--- src/rtl/obstacle_pkg.sv ---
// Shared types and constants for the obstacle sprite core: motion states,
// sprite geometry, coordinate width and the default colour palette.
package obstacle_pkg;

  typedef enum logic [1:0] {
    IDLE      = 2'd0,
    MOVE      = 2'd1,
    OFFSCREEN = 2'd2
  } motion_state_t;

  localparam int SPR_W   = 32;
  localparam int SPR_H   = 32;
  localparam int COORD_W = 12;

  localparam logic [11:0] PAL_COLOR1 = 12'hF00;
  localparam logic [11:0] PAL_COLOR2 = 12'h0F0;
  localparam logic [11:0] PAL_COLOR3 = 12'hFFF;

  // Code 0 is the transparent key and maps to black.
  function automatic logic [11:0] code_to_rgb(input logic [1:0]  code,
                                              input logic [11:0] c1,
                                              input logic [11:0] c2,
                                              input logic [11:0] c3);
    logic [11:0] res;
    res = 12'h000;
    case (code)
      2'd1:    res = c1;
      2'd2:    res = c2;
      2'd3:    res = c3;
      default: res = 12'h000;
    endcase
    return res;
  endfunction

endpackage

--- src/rtl/obstacle_sprite_core_if.sv ---
// Read port between the obstacle core and the external sprite RAM.
interface obstacle_sprite_core_if #(
  parameter int ADDR_WIDTH = 10,
  parameter int DATA_WIDTH = 2
);
  logic [ADDR_WIDTH-1:0] ram_addr_r;
  logic [DATA_WIDTH-1:0] ram_dout;

  modport master (output ram_addr_r, input  ram_dout);
  modport slave  (input  ram_addr_r, output ram_dout);
endinterface

--- src/rtl/obstacle_motion_fsm.sv ---
// Horizontal motion of the obstacle: per-frame scrolling, off-screen wait and respawn.
//   state     | meaning
//   IDLE      | parked at H_RES, waiting for a frame_tick with run=1
//   MOVE      | x_pos drops by speed on each frame_tick while run=1
//   OFFSCREEN | counting down frames before respawning at H_RES
module obstacle_motion_fsm
  import obstacle_pkg::*;
#(
  parameter int H_RES          = 640,
  parameter int RESPAWN_FRAMES = 60
) (
  input  logic                      clk,
  input  logic                      rst_n,
  input  logic                      frame_tick,
  input  logic                      run,
  input  logic                      clear,
  input  logic [3:0]                speed,
  output logic signed [COORD_W-1:0] x_pos,
  output logic                      wrap_pulse
);

  localparam int CNT_W = (RESPAWN_FRAMES > 1) ? $clog2(RESPAWN_FRAMES) : 1;
  localparam logic signed [COORD_W-1:0] X_SPAWN = COORD_W'(H_RES);
  localparam logic signed [COORD_W-1:0] X_GONE  = COORD_W'(-SPR_W);

  motion_state_t            state;
  logic [CNT_W-1:0]         frame_cnt;
  logic signed [COORD_W-1:0] x_next;

  assign x_next = x_pos - $signed({{(COORD_W-4){1'b0}}, speed});

  // Position only ever changes on frame_tick (or clear), so a frame is never torn.
  always_ff @(posedge clk or negedge rst_n) begin
    if (!rst_n) begin
      state      <= IDLE;
      x_pos      <= X_SPAWN;
      frame_cnt  <= '0;
      wrap_pulse <= 1'b0;
    end else begin
      wrap_pulse <= 1'b0;
      if (clear) begin
        state     <= IDLE;
        x_pos     <= X_SPAWN;
        frame_cnt <= '0;
      end else if (frame_tick) begin
        case (state)
          IDLE: begin
            if (run) state <= MOVE;
          end
          MOVE: begin
            if (run) begin
              x_pos <= x_next;
              if (x_next <= X_GONE) begin
                state      <= OFFSCREEN;
                wrap_pulse <= 1'b1;
                frame_cnt  <= CNT_W'(RESPAWN_FRAMES - 1);
              end
            end
          end
          OFFSCREEN: begin
            if (frame_cnt == '0) begin
              x_pos <= X_SPAWN;
              state <= MOVE;
            end else begin
              frame_cnt <= frame_cnt - CNT_W'(1);
            end
          end
          default: state <= IDLE;
        endcase
      end
    end
  end

endmodule

--- src/rtl/obstacle_sprite_core.sv ---
// Obstacle sprite renderer: maps the scan position into the 32x32 sprite RAM,
// aligns with the RAM read latency and applies the palette.
module obstacle_sprite_core
  import obstacle_pkg::*;
#(
  parameter int          ADDR_WIDTH     = 10,
  parameter int          DATA_WIDTH     = 2,
  parameter int          H_RES          = 640,
  parameter int          RESPAWN_FRAMES = 60,
  parameter logic [11:0] COLOR1         = PAL_COLOR1,
  parameter logic [11:0] COLOR2         = PAL_COLOR2,
  parameter logic [11:0] COLOR3         = PAL_COLOR3
) (
  input  logic                      clk,
  input  logic                      rst_n,
  input  logic [10:0]               x,
  input  logic [10:0]               y,
  input  logic                      frame_tick,
  input  logic                      run,
  input  logic                      clear,
  input  logic [3:0]                speed,
  input  logic [10:0]               y_pos,
  obstacle_sprite_core_if.master    ram,
  output logic [11:0]               rgb,
  output logic                      visible,
  output logic signed [COORD_W-1:0] x_pos,
  output logic                      wrap_pulse
);

  localparam logic signed [COORD_W-1:0] SPR_W_C = COORD_W'(SPR_W);
  localparam logic signed [COORD_W-1:0] SPR_H_C = COORD_W'(SPR_H);

  logic signed [COORD_W-1:0] col;
  logic signed [COORD_W-1:0] row;
  logic                      in_region;
  logic                      in_region_d;
  logic [DATA_WIDTH-1:0]     pix_code;

  obstacle_motion_fsm #(
    .H_RES          (H_RES),
    .RESPAWN_FRAMES (RESPAWN_FRAMES)
  ) u_motion (
    .clk        (clk),
    .rst_n      (rst_n),
    .frame_tick (frame_tick),
    .run        (run),
    .clear      (clear),
    .speed      (speed),
    .x_pos      (x_pos),
    .wrap_pulse (wrap_pulse)
  );

  assign col = $signed({1'b0, x}) - x_pos;
  assign row = $signed({1'b0, y}) - $signed({1'b0, y_pos});

  // Sign-bit tests instead of >= 0 keep the compare signed; this also clips a
  // sprite hanging off the left edge without wrapping the address.
  assign in_region = !col[COORD_W-1] && (col < SPR_W_C) &&
                     !row[COORD_W-1] && (row < SPR_H_C);

  assign ram.ram_addr_r = in_region ? ADDR_WIDTH'({row[4:0], col[4:0]}) : '0;
  assign pix_code       = ram.ram_dout;

  always_ff @(posedge clk or negedge rst_n) begin
    if (!rst_n) begin
      in_region_d <= 1'b0;
      rgb         <= 12'h000;
      visible     <= 1'b0;
    end else begin
      in_region_d <= in_region;
      if (in_region_d && (pix_code != '0)) begin
        visible <= 1'b1;
        rgb     <= code_to_rgb(2'(pix_code), COLOR1, COLOR2, COLOR3);
      end else begin
        visible <= 1'b0;
        rgb     <= 12'h000;
      end
    end
  end

endmodule

--- src/flat_wrapper.sv ---
// flat-port wrapper written by rule: the top's interface ports become plain ports
module obstacle_sprite_core_flat import obstacle_pkg::*;
#(
  parameter int          ADDR_WIDTH     = 10,
  parameter int          DATA_WIDTH     = 2,
  parameter int          H_RES          = 640,
  parameter int          RESPAWN_FRAMES = 60,
  parameter logic [11:0] COLOR1         = PAL_COLOR1,
  parameter logic [11:0] COLOR2         = PAL_COLOR2,
  parameter logic [11:0] COLOR3         = PAL_COLOR3
)
  (clk, rst_n, x, y, frame_tick, run, clear, speed, y_pos, rgb, visible, x_pos, wrap_pulse, ram_ram_addr_r, ram_ram_dout);
  obstacle_sprite_core_if #(.ADDR_WIDTH(ADDR_WIDTH), .DATA_WIDTH(DATA_WIDTH)) ram_i ();
  input  logic clk;
  input  logic rst_n;
  input  logic [10:0] x;
  input  logic [10:0] y;
  input  logic frame_tick;
  input  logic run;
  input  logic clear;
  input  logic [3:0] speed;
  input  logic [10:0] y_pos;
  output logic [11:0] rgb;
  output logic visible;
  output logic signed [COORD_W-1:0] x_pos;
  output logic wrap_pulse;
  output wire logic [$bits(ram_i.ram_addr_r)-1:0] ram_ram_addr_r;
  input wire logic [$bits(ram_i.ram_dout)-1:0] ram_ram_dout;
  assign ram_ram_addr_r = ram_i.ram_addr_r;
  assign ram_i.ram_dout = ram_ram_dout;
  obstacle_sprite_core #(.ADDR_WIDTH(ADDR_WIDTH), .DATA_WIDTH(DATA_WIDTH), .H_RES(H_RES), .RESPAWN_FRAMES(RESPAWN_FRAMES), .COLOR1(COLOR1), .COLOR2(COLOR2), .COLOR3(COLOR3)) u_core (.clk(clk), .rst_n(rst_n), .x(x), .y(y), .frame_tick(frame_tick), .run(run), .clear(clear), .speed(speed), .y_pos(y_pos), .ram(ram_i), .rgb(rgb), .visible(visible), .x_pos(x_pos), .wrap_pulse(wrap_pulse));
endmodule
--- config.mk ---
export PLATFORM = sky130hd
export DESIGN_NAME = obstacle_sprite_core_flat
export DESIGN_NICKNAME = d
export VERILOG_FILES = /design/src/rtl/obstacle_pkg.sv /design/src/rtl/obstacle_sprite_core_if.sv /design/src/rtl/obstacle_motion_fsm.sv /design/src/rtl/obstacle_sprite_core.sv /design/src/flat_wrapper.sv
export SDC_FILE = /design/constraint.sdc
export NUM_CORES = 1
export LEC_CHECK = 0
export BUFFER_PORTS_ARGS = -buffer_cell sky130_fd_sc_hd__buf_4
export CORE_MARGIN = 3
export CORE_UTILIZATION = 49
export CTS_CLUSTER_DIAMETER = 80
export DETAILED_ROUTE_END_ITERATION = 16
export GPL_TIMING_DRIVEN = 0
export PLACE_DENSITY = 0.76
export SETUP_SLACK_MARGIN = 0.02
export SYNTH_ARGS = -nofsm -noshare
export SYNTH_HDL_FRONTEND = slang
export SYNTH_SLANG_ARGS = --single-unit
--- constraint.sdc ---
create_clock -name clk -period 2.65 [get_ports clk]
set_input_delay 0.3975 -clock clk [delete_from_list [all_inputs] [get_ports clk]]
set_output_delay 0.3975 -clock clk [all_outputs]
set_load 0.01 [all_outputs]
-- Word level (Yosys, flattened, before mapping)
Cells that the tools add are included.
Widths: inputs -> output; s select.
- register bits: 35
- bits of input ports: 44
- output and inout port bits: 36
- word-level logic and storage cells: 65
- $add $sub $neg: 4
- order comparisons: 3
- equal/unequal tests: 10
- muxes and demuxes: 27
- reduce and logical (&&, ||, !) cells: 14
- operator list (cell ; number):
    $mux 12 ; 5
    $pmux 12 s3 ; 1
    $mux 6 ; 5
    $lt 12x7->1 const B ; 2
    $pmux 12 s2 ; 1
    $ne 3x3->1 const B ; 5
    $le 12x6->1 const B ; 1
    $mux 2 ; 6
    $pmux 6 s2 ; 1
    $sub 11x11->12 ; 1
    $sub 12x12->12 ; 1
    $sub 12x5->12 ; 1
    $mux 10 ; 1
    $reduce_and 5->1 ; 2
    $eq 2x2->1 const B ; 3
    $logic_not 6->1 ; 1
    $mux 1 ; 6
    $pmux 2 s3 ; 1
    $sub 6x1->6 const B ; 1
    $eq 2x1->1 const B ; 2
    $logic_and 1x1->1 ; 4
    $reduce_and 4->1 ; 1
    $reduce_bool 2->1 ; 2
    $reduce_bool 3->1 ; 1
    other kinds (2) ; 3

-- Logic depth before layout (Yosys ltp)
Gate-level depths: netlist of the first run.
- word-level depth: 7
- gate-level depth with buffers: 12
- gate-level depth less buffers: 11

-- Cells and area by module
Synthesis of the first run repeated with hierarchy kept, for this count alone.
- cells, all modules: 366
- area total of the unflattened synthesis: 3070.4 um^2
- modules (own cells, without submodules) (module ; instances ; cells each ; area each (um^2) ; sequential area each (um^2)):
    obstacle_sprite_core ; 1 ; 209 ; 1620.3 ; 125.1
    obstacle_motion_fsm ; 1 ; 157 ; 1450.1 ; 528.0

-- Worst setup path before layout of the first run
No wires, ideal clock.
- kind: reg-to-output
- from: reg u_core.u_motion.x_pos[7]
- to: out ram_ram_addr_r[2]
- arrival time: 2.596 ns
- required time: 2.253 ns
- setup slack: -0.344 ns
- cell stages (with the launch flop): 11
- path buffers: 2
- cells stage by stage: dfstp_2 > buf_4 > inv_1 > ha_1 > nand3_1 > o211ai_1 > or4_1 > a31oi_1 > nand4_1 > clkbuf_1 > nor3_1
- longest elaborated chain between the ends: 6
- elaborated cells between the ends (all ways): 7
- classes of those cells: add/sub: 1; order compare: 1; mux: 1; reduce/logical: 4
- ends and longest elaborated chain (element ; RTL line ; text):
    start: declaration ; obstacle_motion_fsm.sv:18 ; output logic signed [COORD_W-1:0] x_pos,
    start signal: assignment ; obstacle_motion_fsm.sv:52 ; x_pos <= x_next;
    $sub 12x12->12 * ; obstacle_sprite_core.sv:53 ; assign col = $signed({1'b0, x}) - x_pos;
    $lt 12x7->1 or $logic_not 1->1 (tied branches) ; obstacle_sprite_core.sv:58 ; assign in_region = !col[COORD_W-1] && (col < SPR_W_C) &&
    $logic_and 1x1->1 * (2 in series) ; obstacle_sprite_core.sv:58 ;
    $logic_and 1x1->1 * ; obstacle_sprite_core.sv:59 ; !row[COORD_W-1] && (row < SPR_H_C);
    $mux 10 * ; obstacle_sprite_core.sv:61 ; assign ram.ram_addr_r = in_region ? ADDR_WIDTH'({row[4:0], col[4:0]}) : '0;
    end: declaration ; flat_wrapper.sv:27 ; output wire logic [$bits(ram_i.ram_addr_r)-1:0] ram_ram_addr_r;
Every way passes the cells marked *; elsewhere a longest branch is shown, timed or not.

-- Final worst setup path of the first run
- from: reg u_core.u_motion.x_pos[1]
- to: out ram_ram_addr_r[0]
The elaborated chain is that of the path after synthesis.

==> impl.org, run 1 <==
** Yosys
- FFs w/ async S/R, synth :: 1.00
- The number of nets handed over by synthesis was 444.
- Yosys mapped a number of flops with a built-in enable equal to 0.
- The netlist uses 69 different library cells.
- Flip-flop cell with the highest count after synthesis :: sky130_fd_sc_hd__dfrtp_1
- Averaged over all synthesized cells, the footprint is 7.91 um2.
- Post-synthesis instance area :: around 2900 um2
- Proportion of synthesized chip area in sequential cells :: 0.224
- Seq cells post-synth :: 26
- Synthesis produced about 370 cells.
- Number of warnings reported in the yosys synthesis log :: 0

** Global route
- Number of antenna violations at the first check in global routing :: 0
- The first global-routing pass estimated 13500 um of wire.
- For this run the aggregate overflow at the end of global routing stands at 0.
- Across every metal layer, demand over resource in global routing totals 0.229.
- Entering global routing, the biggest net connects 27 pins.
- Number of global-route vias before repair :: 2905

** Drt
- The detailed router finished its first iteration with 176 violations.
- Antenna-violating nets left :: 0
- Met1 Routed Length :: 3760 um
- 1st-pass router iterations :: 6
- Remaining DRCs :: 0
- For this block, the via count after detailed routing is 3147.
- The routed design uses 541 um of met3 wire.
- The highest layer touched by signal routing is met4.
- Avg Vias per Cell :: 5.78
- Summed over all layers, the routed wires come to 8280 um.
- Routed len/inst :: 15.2 um
- Routed length on met2 :: between 3000 and 4000 um

** Layout
- The number of antenna diodes in the final layout is 0.
- From synthesis to final layout, the design area changed by 46.2%.
- The filler cells instantiated in the layout total 429.
- In the final layout, the share of cells above drive strength 1 is 0.409.
- Total Nets Final :: about 550
- After routing the design area is 4270 um2.

** Setup path
- Endpoint required time on the critical path :: 2250 ps
- The largest individual stage delay along the critical path comes from the cell sky130_fd_sc_hd__or4_1.
- STA classifies the critical path startpoint as a register.
- Along the worst path, the maximum fanout reaches 5.
- Most repeated library cell on the critical path :: sky130_fd_sc_hd__buf_6
- The worst setup path is of the register to output pin kind.
- The cell family contributing the most delay on the critical path is simple AND/OR/NAND/NOR gates.
- The signal on the critical path passes through inv_2 -> ha_4 -> nor2b_4 -> o211ai_1 -> a21boi_1 -> or4_1 -> o311ai_2 -> nand4_1 -> buf_6 -> clkbuf_16 -> nor3_4 -> buf_6.
- Worst path bufs/invs :: 4
- Critical path's largest stage delay :: 440 ps
- Data arrives at the worst endpoint at about 2800 ps.
- The worst setup path is captured at an output pin.

** Placement
- Number of port buffers :: 79
- At the end of routability-driven placement, the weighted congestion stood at 0.889.
- Timing analysis after detailed placement gives a worst setup slack of -539 ps.
- In this run the cell area measured after placement is 3860 um2.
- Summed over all nets, the half-perimeter wirelength after detailed placement is 6050 um.

** Timing
- Dividing the final minimum period by the clock period gives 1.19.
- Slew margin rel. :: 0.556
- Count of final max-slew check failures :: 0
- Shortest period the worst path allows :: roughly 3200 ps
- Derived from the worst setup path, the maximum achievable clock frequency is 0.316 GHz.
- Final total negative setup slack :: -5690 ps
- For the pin with the worst max-slew slack, the measured transition is 664 ps.
- Final worst setup slack :: -512 ps
- RSZ-0062 raised after global routing :: yes
- Setup violations remaining at the end of the flow were counted as 16.
- Clock skew :: 10.8 ps
- The hold violation count in the final report was 0.

** Clock network
- Clock-pin slew was measured on the worst setup and hold paths at ~100 ps.
- Number of buffers added by the clock tree synthesis step :: 3
- Clock root buffer :: sky130_fd_sc_hd__clkbuf_8
- For this design, the sink count on the clock tree is 26.
- The later pin in the worst-skew pair is clocked with a latency of 280 ps.
- Max Root-Sink Buffers :: 2
- CTS tree :: built
- CTS built an H-tree with a depth of 1.

** Pwr
- IR drop worst, VDD :: 491 uV
- Power density over the cells :: 457 nW/um2
- Leakage power total :: 2.00 nW
- The completed layout was analyzed and its total power is slightly below 2 mW.

** Hold path
- The tightest min-delay check is of the primary input to async pin type.

** Die
- I/O pin count :: 80
- Die height :: between 80 and 90 um
- Area of the core :: 5640 um2
- Die Width :: 83.2 um
- For this configuration, the core starts out at a cell density of 0.518.
- Die area :: 6920 um2
- The initialized floorplan defines 27 standard-cell rows.

** Outcome
- Violated checks :: negative setup slack
- The flow ran to the end, but the final reports show violations.

** Run
- Max-cap viol count :: 0
layout by cell type, fill, tap and decap left out, types with 9 or more instances in the layout:
master,count
sky130_fd_sc_hd__a21oi_1,26
sky130_fd_sc_hd__buf_4,102
sky130_fd_sc_hd__xnor2_1,9
sky130_fd_sc_hd__nor3_4,10
sky130_fd_sc_hd__dfrtp_1,18
sky130_fd_sc_hd__nand2_1,18
sky130_fd_sc_hd__ha_1,18
sky130_fd_sc_hd__ha_4,9
sky130_fd_sc_hd__inv_1,42
sky130_fd_sc_hd__nor2_1,34
sky130_fd_sc_hd__o21ai_0,16
cell families (layout without fill, tap and decap cells):
kind of cell	Yosys count	in the layout	synth area share
xor gates and xnor gates	12	12	0.0386
muxes	6	6	0.0240
buffers and inverters	65	168	0.102
AOI/OAI and AO/OA	113	113	0.267
and+or+nand+nor	116	116	0.205
DFF	26	26	0.224
adders and majority gates	31	31	0.141
per-layer routing:
layer / GRT usage / vias up
li1: - / 1546
met1: 0.322 / 1474
met2: 0.385 / 123
met3: 0.0367 / 4
met4: 0.0223 / 0
met5: 0 / -
flip-flops by register name (all words and copies together), names as in the netlist:
name	cells
u_core.u_motion.frame_cnt	6
u_core.rgb	3
u_core.u_motion.wrap_pulse	1
u_core.in_region_d	1
u_core.u_motion.state	2
u_core.u_motion.x_pos	12
u_core.visible	1
what timing repair did:
item / in CTS / in global routing
pin swaps: 13 / 8
endpoints found under the setup margin: 17 / 17
resized for setup: 24 / 22
hold buffers: 0 / 0
cloned: 2 / 0
setup buffers: 17 / 3
endpoints found under the hold margin: 0 / 0
cell usage after synthesis (3+ instances only):
master | n | share of area
sky130_fd_sc_hd__xnor2_1 | 9 | 0.027
sky130_fd_sc_hd__o32a_2 | 3 | 0.012
sky130_fd_sc_hd__buf_4 | 10 | 0.026
sky130_fd_sc_hd__inv_1 | 48 | 0.062
sky130_fd_sc_hd__a21oi_1 | 31 | 0.053
sky130_fd_sc_hd__mux2i_1 | 4 | 0.014
sky130_fd_sc_hd__dfrtp_1 | 24 | 0.21
sky130_fd_sc_hd__a211o_1 | 3 | 0.0090
sky130_fd_sc_hd__fa_1 | 3 | 0.021
sky130_fd_sc_hd__o31ai_1 | 4 | 0.010
sky130_fd_sc_hd__nor2_1 | 34 | 0.044
sky130_fd_sc_hd__a31oi_1 | 5 | 0.011
sky130_fd_sc_hd__nand2b_1 | 5 | 0.011
sky130_fd_sc_hd__nand2_1 | 21 | 0.027
sky130_fd_sc_hd__clkbuf_1 | 4 | 0.0051
sky130_fd_sc_hd__nor3_1 | 16 | 0.027
sky130_fd_sc_hd__a21o_1 | 3 | 0.0077
sky130_fd_sc_hd__o211ai_1 | 3 | 0.0077
sky130_fd_sc_hd__nand3_1 | 7 | 0.012
sky130_fd_sc_hd__nand4_1 | 3 | 0.0064
sky130_fd_sc_hd__nor2b_1 | 4 | 0.0086
sky130_fd_sc_hd__ha_1 | 28 | 0.12
sky130_fd_sc_hd__a211oi_1 | 8 | 0.021
sky130_fd_sc_hd__o21ai_0 | 20 | 0.034
sky130_fd_sc_hd__o21a_1 | 3 | 0.0077
sky130_fd_sc_hd__and2_1 | 4 | 0.0086
sky130_fd_sc_hd__o21bai_1 | 3 | 0.0077
sky130_fd_sc_hd__nor3b_1 | 5 | 0.013
sky130_fd_sc_hd__and3_1 | 3 | 0.0064
path summary, 6_finish.rpt:
path | start | endpoint | slack (ps) | cells past startpoint
hold reg to reg | u_core.u_motion.frame_cnt[2]$_DFFE_PN0P_ | u_core.u_motion.frame_cnt[2]$_DFFE_PN0P_ | 530 | 1
hold / removal | rst_n | u_core.u_motion.frame_cnt[2]$_DFFE_PN0P_ | 10 | 1
setup / recovery | u_core.u_motion.x_pos[1]$_DFFE_PN0P_ | ram_ram_addr_r[0] | -510 | 12
max in group asynchronous | rst_n | u_core.u_motion.x_pos[9]$_DFFE_PN1P_ | 2320 | 1
min in group clk | ram_ram_dout[1] | u_core.visible$_DFF_PN0_ | 330 | 2
setup reg to reg | u_core.u_motion.x_pos[0]$_DFFE_PN0P_ | u_core.u_motion.frame_cnt[1]$_DFFE_PN0P_ | -190 | 13
stage by stage:
stage	hold slack [ps]	cells	util
final	11.3	544	0.757
after CTS	25.5	543	0.741
after global routing	23.4	544	0.757
after detailed placement	330	520	0.684
after floorplan	102	369	-
after global placement	328	520	0.684
power by group:
group          leakage (nW)  internal [mW]  switching, mW  total [mW]
clock network        0.0357          0.202          0.132       0.334
logic                  1.63          0.527          0.591        1.12
registers             0.329          0.448         0.0540       0.502
cell type report:
class | instances | area (um2) | area share
Sequential cell | 26 | 661 | 0.155
Buffer | 15 | 131 | 0.0308
Inverter | 48 | 195 | 0.0457
Clock buffer | 3 | 41.3 | 0.00967
Timing Repair Buffer | 101 | 785 | 0.184
Multi-Input combinational cell | 278 | 2340 | 0.547
Tap cell | 72 | 90.1 | 0.0211
Clock inverter | 1 | 30.0 | 0.00703
(Power assumes the default switching activity.)
==> run 2, diff against run 1 <==
--- a/config.mk
+++ b/config.mk
@@ -7,12 +7,14 @@
 export LEC_CHECK = 0
 export BUFFER_PORTS_ARGS = -buffer_cell sky130_fd_sc_hd__buf_4
 export CORE_MARGIN = 3
-export CORE_UTILIZATION = 49
+export CORE_UTILIZATION = 50
+export CTS_BUF_LIST = sky130_fd_sc_hd__clkbuf_8
 export CTS_CLUSTER_DIAMETER = 80
 export DETAILED_ROUTE_END_ITERATION = 16
 export GPL_TIMING_DRIVEN = 0
-export PLACE_DENSITY = 0.76
+export PLACE_DENSITY = 0.78
 export SETUP_SLACK_MARGIN = 0.02
+export SLEW_MARGIN = 5
 export SYNTH_ARGS = -nofsm -noshare
 export SYNTH_HDL_FRONTEND = slang
 export SYNTH_SLANG_ARGS = --single-unit
==> run 2 against run 1 <==
Compared with the run above:
- the run still ends with negative setup slack left
- maximum frequency down 4.3%
- sequential power down 2%
- clock power about the same
- setup slack worse by 140 ps
- core utilization up 1.4 points
- routed wire length up 0.18%
- final area up 0.67%
- critical path type unchanged
- critical endpoint is now ram_ram_addr_r[9]
==> impl.org, run 2 (synthesis results as in run 1) <==
** Outcome
- Result of the run: finished with violations (unchanged).
- Violated checks: negative setup slack (unchanged).

** Drt
- Remaining DRCs :: 0 (unchanged)
- Routed len/inst :: 15.2 um (about the same)
- The detailed-routing iteration count for the pre-antenna-repair pass was 5 (was 6).
- Vias post-DR :: 3137 (was 3147)
- The detailed-route vias per instance was 5.76 (was 5.78).
- Wire length after detailed routing :: 8300 um (was 8280 um)
- Antenna-violating nets left :: 0 (unchanged)
- The detailed router's first-iteration violation count is 184 (was 176).

** Setup path
- R2R setup slack :: -190 ps (about the same)
- The data arrival at the endpoint of the critical path is 2910 ps (was 2760 ps).
- Most repeated library cell on the critical path :: sky130_fd_sc_hd__buf_4 (was sky130_fd_sc_hd__buf_6)
- FF-to-FF End :: u_core.u_motion.frame_cnt[1]$_DFFE_PN0P_ (unchanged)
- The kind of start point of the critical path is a register (unchanged).
- The slowest library cell on the worst path was sky130_fd_sc_hd__dfrtp_1 (was sky130_fd_sc_hd__or4_1).
- The maximum fanout count along the critical path is 5 (unchanged).
- Critical path's largest stage delay :: 450 ps (was 440 ps)
- Endpoint class of the critical path :: output pin (unchanged)
- Crit Reg-Reg Startpoint :: u_core.u_motion.x_pos[1]$_DFFE_PN0P_ (was u_core.u_motion.x_pos[0]$_DFFE_PN0P_)
- The kind of critical path was register to output pin (unchanged).
- Endpoint required time on the critical path :: 2250 ps (about the same)
- List of cells traversed by the critical path: inv_1 -> ha_1 -> a21oi_2 -> a21boi_1 -> or4_4 -> o311ai_2 -> nand4_1 -> buf_4 -> nor4_4 -> buf_4 (was inv_2 -> ha_4 -> nor2b_4 -> o211ai_1 -> a21boi_1 -> or4_1 -> o311ai_2 -> nand4_1 -> buf_6 -> clkbuf_16 -> nor3_4 -> buf_6).
- Number of cells traversed by the worst register-to-register path :: 10 (was 13)

** Clock network
- Clock root buffer :: sky130_fd_sc_hd__clkbuf_8 (unchanged)
- H-tree depth :: 1 (unchanged)
- CTS tree :: built (unchanged)
- Max Root-Sink Buffers :: 2 (unchanged)
- The total clock buffers created by CTS is 3 (unchanged).
- Clock tree sinks :: 26 (unchanged)
- Clock input transition at the sequential cells of the worst setup and hold paths :: 100 ps (about the same)
- The quantity of hold-fixing buffers added after cts was 0 (unchanged).
- Clk Latency, worst-skew pair :: 270 ps (was 280 ps)

** Die
- The row count was 27 (unchanged).
- The vertical die dimension is 82.4 um (was 83.2 um).
- Die Width :: 82.4 um (was 83.2 um)
- I/O pin count :: 80 (unchanged)
- Die area :: 6790 um2 (was 6920 um2)
- Initial Util :: 0.524 (was 0.518)
- Area of the core :: 5570 um2 (was 5640 um2)

** Timing
- The final setup slack of the worst path was -656 ps (was -512 ps).
- The measured slew at the worst slew-check pin was 701 ps (was 664 ps).
- Count of final max-slew check failures :: 0 (unchanged)
- Slew margin rel. :: 0.531 (was 0.556)
- Setup-failing EPs final :: 16 (unchanged)
- The maximum frequency from static timing analysis is 0.303 GHz (was 0.316 GHz).
- Hold Violations, Final :: 0 (unchanged)
- Shortest period the worst path allows :: 3310 ps (was 3160 ps)
- Clock skew :: 4.97 ps (was 10.8 ps)
- RSZ-0062 raised after global routing: yes (unchanged).
- Fin crit share :: 1.25 (was 1.19)

** Layout
- The layout overhead on the synthesized area came to 47.2% (was 46.2%).
- The number of flip-flops in the largest register is 12 (unchanged).
- The fraction of layout instances using a drive strength above 1 is 0.408 (was 0.409).
- Total Nets Final :: 549 (was 548)
- Commonest cells after routing, fill and taps aside: sky130_fd_sc_hd__buf_4, sky130_fd_sc_hd__inv_1, sky130_fd_sc_hd__nor2_1 (unchanged).
- Register with the most flip-flops :: u_core.u_motion.x_pos (unchanged)
- Top Registers: u_core.u_motion.x_pos: 12 flops, u_core.u_motion.frame_cnt: 6 flops, u_core.rgb: 3 flops (unchanged).
- Number of inserted filler cells in the final layout :: 429 (unchanged)
- Antenna diodes :: 0 (unchanged)
- Most common cell after layout, fill and taps aside :: sky130_fd_sc_hd__buf_4 (unchanged)

** Pwr
- The power density of the placed cells came to 463 nW/um2 (was 457 nW/um2).
- The static leakage power is 2.01 nW (was 2.00 nW).
- The total power of the final layout was 1.99 mW (was 1.95 mW).
- The peak supply drop came to 555 uV (was 491 uV).

** Hold path
- Worst Hold Class :: primary input to async pin (unchanged)

** Global route
- The global router's overall resource usage was 0.243 (was 0.229).
- The via count of the first global-routing pass came to 2891 (was 2905).
- The number of antenna violations at the first check in global routing came to 0 (unchanged).
- Pin count of the biggest net entering global routing :: 27 (unchanged)
- The global route total overflow is 0 (unchanged).
- The wire length of the first global-routing pass came to 13000 um (was 13500 um).

** Placement
- Worst slack at placement :: -545 ps (was -539 ps)
- The global placer's final weighted congestion came to 0.864 (was 0.889).
- Number of port buffers :: 79 (unchanged)
- Total half-perimeter wirelength after legalization and detailed placement :: 6170 um (was 6050 um)

** Run
- The max-cap check violation count is 0 (unchanged).
## run 2: worst max path at each step
stage / from / endpoint / slack [ps]
2_1_floorplan: u_core.u_motion.x_pos[6]$_DFFE_PN0P_ / ram_ram_addr_r[0] / -60
3_3_place_gp: x[0] / ram_ram_addr_r[5] / -530
5_1_grt: u_core.u_motion.x_pos[6]$_DFFE_PN0P_ / ram_ram_addr_r[9] / -770
4_1_cts: u_core.u_motion.x_pos[6]$_DFFE_PN0P_ / ram_ram_addr_r[4] / -590
6_report: u_core.u_motion.x_pos[3]$_DFFE_PN0P_ / ram_ram_addr_r[9] / -660
3_5_place_dp: x[0] / ram_ram_addr_r[0] / -550
## run 2: routing by layer
metal / part of all wire / GRT usage / up-vias
met4: 0.0055 / 0.0249 / 0
met2: 0.48 / 0.409 / 107
li1: - / - / 1547
met5: 0 / 0 / -
met3: 0.066 / 0.0380 / 6
met1: 0.45 / 0.338 / 1477
## run 2: through the flow
stage | cell area, um2 | TNS (ps) | utilization | cells | hold slack, ps
after detailed placement | 3860 | -5780 | 0.692 | 520 | 330
after global routing | 4300 | -8200 | 0.771 | 545 | 30.9
after floorplan | 3180 | -252 | - | 369 | 102
after CTS | 4220 | -6210 | 0.757 | 541 | 28.5
after global placement | 3860 | -5330 | 0.692 | 520 | 326
final | 4300 | -6210 | 0.771 | 545 | 13.9
## run 2: what timing repair did
action,in CTS,in global routing
endpoints found under the setup margin,17,18
gates cloned,2,0
setup buffers,15,5
pin swaps,14,5
resized for setup,35,11
## run 2: cell type report
cell class                 instances  area, um2  share of cell area
timing repair buffer             100        791               0.184
inverter                          48        195              0.0454
tap                               72       90.1              0.0210
buffer                            17        143              0.0332
sequential                        26        658               0.153
clock buffer                       3       41.3             0.00960
clock inverter                     1       30.0             0.00698
multi-input combinational        278       2350               0.547
## run 2: worst max-delay path, delay by kind of cell (launching register included)
kind	cells	cell delay, ps
compound gates	3	460
buf+inv	3	440
simple gates	3	940
flops	1	450
fa+ha+maj	1	350
## run 2: report_power, final
| part | total, mW | internal [mW] | switching, mW | leakage (nW) |
|---|---|---|---|---|
| logic | 1.16 | 0.558 | 0.606 | 1.64 |
| clock network | 0.333 | 0.202 | 0.131 | 0.0357 |
| registers | 0.492 | 0.446 | 0.0465 | 0.332 |
==> run 3, diff against run 2 <==
--- a/config.mk
+++ b/config.mk
@@ -6,13 +6,11 @@
 export NUM_CORES = 1
 export LEC_CHECK = 0
 export BUFFER_PORTS_ARGS = -buffer_cell sky130_fd_sc_hd__buf_4
-export CORE_MARGIN = 3
 export CORE_UTILIZATION = 50
-export CTS_BUF_LIST = sky130_fd_sc_hd__clkbuf_8
 export CTS_CLUSTER_DIAMETER = 80
 export DETAILED_ROUTE_END_ITERATION = 16
 export GPL_TIMING_DRIVEN = 0
-export PLACE_DENSITY = 0.78
+export PLACE_DENSITY = 0.75
 export SETUP_SLACK_MARGIN = 0.02
 export SLEW_MARGIN = 5
 export SYNTH_ARGS = -nofsm -noshare
==> constraint.sdc (replaced) <==
create_clock -name clk -period 4.3 [get_ports clk]
set_input_delay 0.645 -clock clk [delete_from_list [all_inputs] [get_ports clk]]
set_output_delay 0.645 -clock clk [all_outputs]
set_load 0.01 [all_outputs]
==> run 3 against run 2 <==
Compared with the run above:
- highest routed layer unchanged
- cell count fell by 3.9%
- via count decreased by 6.0%
- largest power group unchanged
- the run now ends clean
- die area is 9.5% lower
- critical path depth rose by 4
- sequential power down 38%
- final area is 15% lower
- core utilization shrank 11 points
- critical path type is now primary input to output pin
- largest cell class unchanged
- count of clock-buffer cells in the layout unchanged
- register-to-register slack gained 1500 ps
- global-route usage is 0.050 points higher
- routed wire length is 15% lower
- hold slack improved by 240 ps
==> impl.org, run 3 (synthesis results as in run 1) <==
** Clock network
- The total clock buffers created by CTS was 3 (unchanged).
- The quantity of hold-fixing buffers added after cts came to 0 (unchanged).
- The post-CTS setup repair buffer count was 0 (was 15).
- The total clock sinks came to 26 (unchanged).
- Clk Latency, worst-skew pair :: 280 ps (was 270 ps)
- Clock root buffer :: sky130_fd_sc_hd__clkbuf_8 (unchanged)
- The clock-pin slew reported for the worst setup and hold paths after clock tree synthesis came to 90 ps (was 100 ps).
- Quantity of gates resized following cts :: 0 (was 35)
- The maximum number of buffers from clock root to sink was 2 (unchanged).
- CTS tree :: built (unchanged)
- The count of H-tree levels built during CTS was 1 (unchanged).

** Global route
- Global router's overall resource usage :: 0.244 (was 0.243)
- The pin count of the biggest net entering global routing is 27 (unchanged).
- Number of global-route vias before repair :: 2749 (was 2891)
- The wire length of the first global-routing pass came to 12100 um (was 13000 um).
- The global route total overflow came to 0 (unchanged).
- The number of antenna violations at the first check in global routing is 0 (unchanged).

** Timing
- Final worst setup slack :: 299 ps (was -656 ps)
- RSZ-0062 raised after global routing: no (was yes).
- The setup clock skew after layout is 3.63 ps (was 4.97 ps).
- The final number of max-transition violations was 0 (unchanged).
- Final total negative setup slack :: 0 ps (was -6210 ps)
- Hold Violations, Final :: 0 (unchanged)
- The measured slew at the worst slew-check pin came to 702 ps (was 701 ps).
- Timing-limited maximum frequency :: 0.250 GHz
- Subtracting the final worst setup slack from the clock period gives 4000 ps.
- The worst slew slack as a fraction of its limit is 0.530 (was 0.531).
- Post-Route Hold Slack :: 257 ps (was 13.9 ps)
- Setup-failing EPs final :: 0 (was 16)
- Fin crit share :: 0.930

** Setup path
- Family with the most delay on the worst path :: compound AO/OA/AOI/OAI gates (was simple AND/OR/NAND/NOR gates)
- The highest cell delay on the worst timing path is 420 ps (was 450 ps).
- CP max FO :: 10 (was 5)
- The slowest library cell on the worst path is sky130_fd_sc_hd__fa_1 (was sky130_fd_sc_hd__dfrtp_1).
- Arrival @ worst endpoint :: 3360 ps (was 2910 ps)
- Endpoint class of the critical path :: output pin (unchanged)
- Type of the setup path with the least slack :: primary input to output pin (was register to output pin)
- The critical path required time is 3650 ps (was 2250 ps).
- Startpoint class of the critical path :: primary input (was register)
- Worst path bufs/invs :: 5 (was 3)
- List of cells traversed by the critical path :: buf_4 -> inv_1 -> ha_1 -> inv_1 -> fa_1 -> a211oi_1 -> o21bai_1 -> a2111oi_0 -> a31o_2 -> a31oi_1 -> nand4_1 -> clkbuf_1 -> nor3_1 -> buf_4 (was inv_1 -> ha_1 -> a21oi_2 -> a21boi_1 -> or4_4 -> o311ai_2 -> nand4_1 -> buf_4 -> nor4_4 -> buf_4)

** Pwr
- The static leakage power is 1.78 nW (was 2.01 nW).
- IR drop worst, VDD :: 266 uV (was 555 uV)
- The power density of the placed cells was 281 nW/um2 (was 463 nW/um2).
- The total power of the final layout was 1.03 mW (was 1.99 mW).

** Layout
- The final net count is 528 (was 549).
- The fraction of layout instances using a drive strength above 1 was 0.254 (was 0.408).
- Commonest cells after routing, fill and taps aside: sky130_fd_sc_hd__buf_4, sky130_fd_sc_hd__inv_1, sky130_fd_sc_hd__nor2_1 (unchanged).
- Flip-flop count of the largest register, all copies and words added :: 12 (unchanged)
- The number of inserted diodes was 0 (unchanged).
- Most common cell after layout, fill and taps aside :: sky130_fd_sc_hd__buf_4 (unchanged)
- Register with the most flip-flops :: u_core.u_motion.x_pos (unchanged)
- Top Registers: u_core.u_motion.x_pos: 12 flops, u_core.u_motion.frame_cnt: 6 flops, u_core.rgb: 3 flops (unchanged).
- The layout overhead on the synthesized area came to 25.8% (was 47.2%).

** Drt
- The total length of routed wires came to 7050 um (was 8300 um).
- Remaining DRCs :: 0 (unchanged)
- Antenna-violating nets left :: 0 (unchanged)
- The average wire length per cell after detail routing is 13.5 um (was 15.2 um).
- Drt first-iter violations :: 125 (was 184)
- 1st-pass router iterations :: 4 (was 5)
- The vias after detailed routing was 2949 (was 3137).
- Avg Vias per Cell :: 5.63 (was 5.76)

** Die
- Initial Util :: 0.524 (unchanged)
- The area of the die came to 6150 um2 (was 6790 um2).
- The area of the core came to 5570 um2 (unchanged).
- I/O pin count :: 80 (unchanged)
- Die Width :: 78.4 um (was 82.4 um)
- Die height :: 78.4 um (was 82.4 um)
- Std-Cell Rows :: 27 (unchanged)

** Run
- The max-cap check violation count is 0 (unchanged).

** Placement
- Number of port buffers :: 79 (unchanged)
- The global placer's final weighted congestion came to 0.871 (was 0.864).
- The worst setup slack after placement is 354 ps (was -545 ps).
- The detailed-placement wirelength estimate is 5780 um (was 6170 um).

** Outcome
- Result of the run :: finished clean (was finished with violations)

** Hold path
- Worst Hold Class :: primary input to async pin (unchanged)
run 3: cell types whose count changed in the layout (fill, tap and decap cells not counted), sizes merged:
cell  delta
buf     -21
run 3: where the power goes:
part | internal [mW] | switching, mW
registers | 0.274 | 0.0309
logic | 0.240 | 0.283
clock network | 0.125 | 0.0813
total | 0.639 | 0.396
run 3: path summary, 6_finish.rpt:
| check | from | endpoint | slack [ps] | cells after the start |
|---|---|---|---|---|
| worst min register to register | u_core.in_region_d$_DFF_PN0_ | u_core.visible$_DFF_PN0_ | 540 | 1 |
| worst min-delay path | rst_n | u_core.u_motion.frame_cnt[0]$_DFFE_PN0P_ | 260 | 1 |
| worst max-delay path | y[0] | ram_ram_addr_r[3] | 300 | 14 |
| min in group clk | u_core.in_region_d$_DFF_PN0_ | u_core.visible$_DFF_PN0_ | 540 | 1 |
| max in group asynchronous | rst_n | u_core.u_motion.x_pos[7]$_DFFE_PN1P_ | 3740 | 1 |
| worst max register to register | u_core.u_motion.x_pos[0]$_DFFE_PN0P_ | u_core.u_motion.frame_cnt[1]$_DFFE_PN0P_ | 1330 | 12 |
run 3: per-stage QoR:
stage                     instances  utilization  cell area (um2)
after global routing            524        0.659             3670
after CTS                       524        0.659             3670
after global placement          520        0.646             3600
final                           524        0.659             3670
after floorplan                 369            -             2920
after detailed placement        520        0.646             3600
run 3: layer usage:
metal	wire, um	vias to the layer above	global-route usage	part of all wire
li1	-	1500	-	-
met1	3390	1356	0.336	0.48
met2	3260	82	0.397	0.46
met3	287	11	0.0314	0.041
met4	112	0	0.0722	0.016
met5	0	-	0	0
run 3: layout make-up:
cell class	instances	area (um2)
Clock inverter	1	30.0
Tap cell	72	90.1
Timing Repair Buffer	79	593
Clock buffer	3	41.3
Multi-Input combinational cell	278	1970
Inverter	48	180
Fill cell	502	1900
Sequential cell	26	653
Buffer	17	118
run 3: worst reg2reg max path, delay by kind of cell (launching register included):
kind / cells / cell delay [ps]
DFF: 1 / 440
and+or+nand+nor: 2 / 470
muxes: 1 / 290
adders and majority gates: 2 / 570
buffers and inverters: 3 / 270
AOI/OAI and AO/OA: 4 / 860
